<file path="config.mk">
export PLATFORM = sky130hd
export DESIGN_NAME = piso_tx
export DESIGN_NICKNAME = d
export VERILOG_FILES = /design/src/rtl/piso_tx.sv
export SDC_FILE = /design/constraint.sdc
export NUM_CORES = 1
export LEC_CHECK = 0
export ABC_CLOCK_PERIOD_IN_PS = 1210
export CAP_MARGIN = 20
export CORE_MARGIN = 2
export CORE_UTILIZATION = 41
export CTS_CLUSTER_DIAMETER = 150
export DETAILED_ROUTE_END_ITERATION = 7
export GPL_ROUTABILITY_DRIVEN = 0
export PLACE_DENSITY = 0.76
export SLEW_MARGIN = 30
export SYNTH_ARGS = -nofsm -noshare
export SYNTH_HDL_FRONTEND = slang
export SYNTH_SLANG_ARGS = --single-unit
</file>
<file path="constraint.sdc">
create_clock -name clk -period 1.21 [get_ports clk]
set_clock_uncertainty 0.05 [all_clocks]
set_input_delay 0.121 -clock clk [delete_from_list [all_inputs] [get_ports clk]]
set_output_delay 0.121 -clock clk [all_outputs]
set_load 0.05 [all_outputs]
</file>
<file path="src/rtl/piso_tx.sv">
// Parallel-in/serial-out transmitter: captures a word on load, shifts it out MSB first with a valid strobe.
// Optional even-parity trailer bit is compiled in when PISO_PARITY_EN is defined.
module piso_tx #(
  parameter int WIDTH = 8
) (
  input  logic             clk,
  input  logic             rst,
  input  logic             load,
  input  logic [WIDTH-1:0] din,
  output logic             ready,
  output logic             sout,
  output logic             sout_valid,
  output logic             busy,
  output logic             done
);

  localparam int CW = $clog2(WIDTH);

`ifdef PISO_PARITY_EN
  typedef enum logic [1:0] {
    S_IDLE   = 2'd0,
    S_SHIFT  = 2'd1,
    S_PARITY = 2'd2,
    S_DONE   = 2'd3
  } state_t;
`else
  typedef enum logic [1:0] {
    S_IDLE  = 2'd0,
    S_SHIFT = 2'd1,
    S_DONE  = 2'd3
  } state_t;
`endif

  state_t           state_q, state_d;
  logic [WIDTH-1:0] shreg_q, shreg_d;
  logic [CW-1:0]    cnt_q, cnt_d;
`ifdef PISO_PARITY_EN
  logic             parity_q, parity_d;
`endif

  always_ff @(posedge clk or posedge rst) begin
    if (rst) begin
      state_q  <= S_IDLE;
      shreg_q  <= '0;
      cnt_q    <= '0;
`ifdef PISO_PARITY_EN
      parity_q <= 1'b0;
`endif
    end else begin
      state_q  <= state_d;
      shreg_q  <= shreg_d;
      cnt_q    <= cnt_d;
`ifdef PISO_PARITY_EN
      parity_q <= parity_d;
`endif
    end
  end

  // Outputs depend only on registered state, never on load/din directly.
  always_comb begin
    state_d    = state_q;
    shreg_d    = shreg_q;
    cnt_d      = cnt_q;
`ifdef PISO_PARITY_EN
    parity_d   = parity_q;
`endif
    ready      = 1'b0;
    sout       = 1'b0;
    sout_valid = 1'b0;
    busy       = 1'b0;
    done       = 1'b0;

    case (state_q)
      S_IDLE: begin
        ready = 1'b1;
        if (load) begin
          shreg_d  = din;
          cnt_d    = '0;
`ifdef PISO_PARITY_EN
          parity_d = ^din;
`endif
          state_d  = S_SHIFT;
        end
      end

      S_SHIFT: begin
        sout       = shreg_q[WIDTH-1];
        sout_valid = 1'b1;
        busy       = 1'b1;
        shreg_d    = {shreg_q[WIDTH-2:0], 1'b0};
        cnt_d      = cnt_q + CW'(1);
        if (cnt_q == CW'(WIDTH - 1)) begin
          cnt_d = '0;
`ifdef PISO_PARITY_EN
          state_d = S_PARITY;
`else
          state_d = S_DONE;
`endif
        end
      end

`ifdef PISO_PARITY_EN
      S_PARITY: begin
        sout       = parity_q;
        sout_valid = 1'b1;
        busy       = 1'b1;
        state_d    = S_DONE;
      end
`endif

      S_DONE: begin
        done    = 1'b1;
        busy    = 1'b1;
        state_d = S_IDLE;
      end

      default: state_d = S_IDLE;
    endcase
  end

endmodule

</file>
Yosys cells after proc, flatten, opt, wreduce, memory -nomap -nowiden --
Index checks and enable logic that the tools add are counted.
Storage, ports and cells: register bits 13, word-level logic and storage cells 27
Cells by class: add/sub/neg operators 1, equal/unequal tests 5, multiplexer cells 13, reductions and logical operators 5
Operators by type and width (count):
- 8-bit case mux with 2 select lines | 1
- 8-bit two-way mux | 1
- 3-bit two-way mux | 2
- 3-bit case mux with 2 select lines | 1
- 1-bit two-way mux | 5
- 2-bit two-way mux | 2
- 2-bit inequality test (second input constant) | 2
- 2-bit case mux with 2 select lines | 1
- 2-bit AND reduction | 2
- 3-bit by 1-bit adder with 3-bit output (second input constant) | 1
- 3-bit == test (second input constant) | 1
- 2-bit by 1-bit == test with 1-bit output (second input constant) | 1
- 2-bit == test (second input constant) | 1
- 2-bit logical NOT | 1
- 2-bit nonzero test | 1
- 2-bit OR reduction | 1

Longest topological paths before layout --
depth in word-level cells 3, mapped depth 4

Least setup slack after synthesis --
Ideal clock, no wire load.
path type register -> output, start register state_q[0], end output sout, data arrival time 1.279 ns, required time 1.039 ns, slack -0.240 ns, cell stages (with the launch flop) 4, buffers on the path 1, path through dfrtp_1 -> nor2b_1 -> buf_2 -> and2_1
On the way: word-level cells in the longest chain between the ends 2
RTL lines:
- from (decl) | RTL line 34 | state_t state_q, state_d;
- from (signal assigned) | RTL line 50 | state_q <= state_d;
- 2-bit by 1-bit == test with 1-bit output | RTL line 73 | case (state_q)
- 1-bit two-way mux | RTL line 73
- to (decl) | RTL line 11 | output logic sout,
No other way between the ends.

Final worst setup path --
start register state_q[1], end output sout
The elaborated chain is that of the path after synthesis.

==> run summary <==
* via count of the routed design: 580
* core footprint: 1471 um2
* count of hold buffers inserted by post-cts repair: 0
* number of DRC markers in iteration 0: 28
* Max Clk Rate: 0.7291 GHz
* all-layer global routing usage: 18.98%
* count of yosys warnings during synthesis: 0
* Sequential cell area: 325.3 um2
* switching share of total power: 40.75%
* cell-by-cell listing of the critical path: buf_6 -> nor2b_4 -> and2_4 -> buf_12
* later-pin clock latency in the skew report: 0.28 ns
* final instance area: 1152 um2
* Boundary Pins: 16
* ratio of cells with drive above 1 in the final layout: 46.15%
* Critical Path Start Type: register
* area of combinational cells with multiple inputs: 366.6 um2
* sequential power share: 22.1%
* number of antenna repair diodes: 0
* placed wire-length estimate after detailed placement: 970.4 um
* critical path fanouts, max: 4
* buffer and inverter count on the worst path: 2
* Die Height: 43.22 um
* Tightest Pin Transition: 0.3163 ns
* setup slack of the critical path after layout: -0.1615 ns
* cts bufs inserted: 3
* total standard cell area after synthesis: 630.6 um2
* width of the chip: 43.22 um
* data arrival time of the worst path: 1.20 ns
* delay of the slowest critical-path stage: 0.39 ns
* max-capacitance violation count: 0
* die outline area: 1868 um2
* type of the worst setup path: reg2out
* Synth area leaders: sky130_fd_sc_hd__dfrtp_1, sky130_fd_sc_hd__a221oi_1, sky130_fd_sc_hd__nor4b_1
* net count after synthesis: 71
* Pwr per Cell Area: 3025 nW/um2
* pin count of the biggest net entering global routing: 14
* status: finished, violations left
* Buffers on Ports: 15
* Placement Cell Area: 903.4 um2
* count of fill cells added during filler insertion: 86
* relative contribution of combinational cells to total power: 70.3%
* ratio of final minimum period to clock period: 113.3%
* unrepaired setup endpoints after global routing: true
* DRC Markers: 0
* Sink Count: 13
* met3 Usage GRT: 8.085%
* aggregate global routing overflow: 0
* tightest slew margin relative to the limit: 78.91%
* Post-Route Utilization: 78.32%
* TritonCTS clock tree: yes
* LEAKAGE: 0.5265 nW
* ANT nets after route: 0
* Setup TNS Final: -0.9766 ns
* layer with the highest usage: met2
* switching power: 0.001420 W
* clock-pin transition on the worst setup and hold timing paths: 0.08 ns
* met1 Track Usage GR: 21.74%
* Crit. End Element: output pin
* Avg Inst Size Synth: 10.87 um2
* part of the total power dissipated in the clock network: 7.6%
* vias in the first global route: 567
* first-pass GRT wire length: 2518 um
* post-detailed-route wirelength per cell: 17.40 um
* number of search-and-repair iterations in the first detailed-routing pass: 4
* Final Hold Fails: 0
* worst min-delay path category: in2async
* worst slack at placement: -0.1529 ns
* setup violation total in the final timing report: 11
* top cell type by total area after synthesis: sky130_fd_sc_hd__dfrtp_1
* Max rail drop VDD: 1873 uV
* post-synthesis instance total: 58
* count of pins over their slew limit: 0
* clock root buffer: sky130_fd_sc_hd__clkbuf_4
* post-synthesis sequential area ratio: 51.59%
* final critical-path required period: 1.372 ns
* Total Wirelength: 1862 um
* Yosys top cell area share: 51.59%
* maximum clock path buffer count: 2
* post-synthesis cell type count: 16
* total of flip-flops plus latches after synthesis: 13
* kind of cell adding the most delay to the critical path: flip-flops
* highest-delay cell along the critical path: sky130_fd_sc_hd__dfrtp_1
* Starting Density: 42.86%
* number of nets at the end of the flow: 105
* cell internal power dissipation: 0.002065 W
* layout-stage area growth over the synthesis result: 82.74%
* H-tree Lvls: 1
* antenna violations before repair: 0
* number of rows in the core area: 14
* required time reported for the critical path endpoint: 1.04 ns
* met2 usage in global routing: 32.84%
* violations in the final reports: negative setup slack
* per-cell via count in the routed design: 5.421
[worst paths after layout]
check / start / endpoint / slack, ns / cells after the start
setup reg to reg: state_q[1]$_DFFE_PP0P_ / shreg_q[7]$_DFFE_PP0P_ / -0.13 / 4
setup / recovery: state_q[1]$_DFFE_PP0P_ / sout / -0.16 / 4
max in group asynchronous: rst / cnt_q[0]$_DFFE_PP0P_ / 0.86 / 3
hold reg to reg: shreg_q[0]$_DFFE_PP0P_ / shreg_q[0]$_DFFE_PP0P_ / 0.46 / 1
hold / removal: rst / shreg_q[7]$_DFFE_PP0P_ / 0.08 / 3
min in group clk: din[6] / shreg_q[6]$_DFFE_PP0P_ / 0.43 / 3
[Yosys cell counts]
cell type	n
sky130_fd_sc_hd__a221oi_1	4
sky130_fd_sc_hd__a222oi_1	3
sky130_fd_sc_hd__a22o_1	3
sky130_fd_sc_hd__a32o_1	1
sky130_fd_sc_hd__and2_1	3
sky130_fd_sc_hd__buf_2	3
sky130_fd_sc_hd__buf_6	1
sky130_fd_sc_hd__clkbuf_1	1
sky130_fd_sc_hd__dfrtp_1	13
sky130_fd_sc_hd__ha_1	2
sky130_fd_sc_hd__inv_1	9
sky130_fd_sc_hd__nor2_1	5
sky130_fd_sc_hd__nor2_2	1
sky130_fd_sc_hd__nor2b_1	4
sky130_fd_sc_hd__nor4b_1	4
sky130_fd_sc_hd__o21bai_2	1
[worst reg2reg max path: stages, from the launching register on]
cell                       delay [ns]
sky130_fd_sc_hd__dfrtp_1         0.39
sky130_fd_sc_hd__buf_4           0.13
sky130_fd_sc_hd__o21bai_4        0.17
sky130_fd_sc_hd__buf_6           0.14
sky130_fd_sc_hd__a222oi_1        0.34
[stage by stage]
step	power, W	hold slack (ns)	std cells
6_report	0.003486	0.08057	107
5_1_grt	0.003655	0.1010	107
4_1_cts	0.003068	0.08548	103
3_5_place_dp	0.002531	0.3941	94
3_3_place_gp	0.002481	0.3824	94
2_1_floorplan	0.001837	-0.05204	58
[kinds of logic after synthesis]
kind of cell / Yosys count / share of synthesized area (%)
buffers and inverters: 14 / 10.12
and+or+nand+nor: 17 / 16.47
DFF: 13 / 51.59
adders and majority gates: 2 / 3.968
AOI/OAI and AO/OA: 12 / 17.86
[repair_timing]
item | 4_1_cts | 5_1_grt
hold endpoints to repair | 0 | 0
pin swaps | 6 | 12
gates resized for setup | 13 | 15
buffers inserted | 5 | 4
cloned | 0 | 0
setup endpoints to repair | 8 | 14
[per-layer routing]
layer  part of all wire, %  up-vias
met5                     0        -
met4                     0        0
met3                   3.9        0
met2                    55       14
met1                    41      295
li1                      -      271
[power groups by stage]
| stage | sequential, W | combinational, W | clock [W] |
|---|---|---|---|
| 2_1_floorplan | 0.000730 | 0.00111 | 0 |
| 4_1_cts | 0.000753 | 0.00204 | 0.000271 |
| 6_report | 0.000770 | 0.00245 | 0.000266 |
| 3_5_place_dp | 0.000757 | 0.00177 | 0 |
| 5_1_grt | 0.000791 | 0.00258 | 0.000288 |
| 3_3_place_gp | 0.000749 | 0.00173 | 0 |
[state kept, by name (all words and copies together), names as in the netlist]
register,flops
cnt_q,3
shreg_q,8
state_q,2
[cells in the final DEF (no fill, tap or decap), drive strengths merged]
cell / n
a221oi: 4
a222oi: 3
a22o: 3
a32o: 1
and2: 3
buf: 24
clkbuf: 4
clkdlybuf4s50: 10
dfrtp: 13
ha: 2
inv: 9
nor2: 6
nor2b: 4
nor4b: 4
o21bai: 1
[area by class of cell]
type                       instances  area share [%]
clock buffer                       4           2.280
inverter                           9           2.932
multi-input combinational         31           31.81
sequential                        13           28.23
tap                               16           1.737
timing repair buffer              34           33.01
Note: power is estimated with default switching activity, not from simulation.
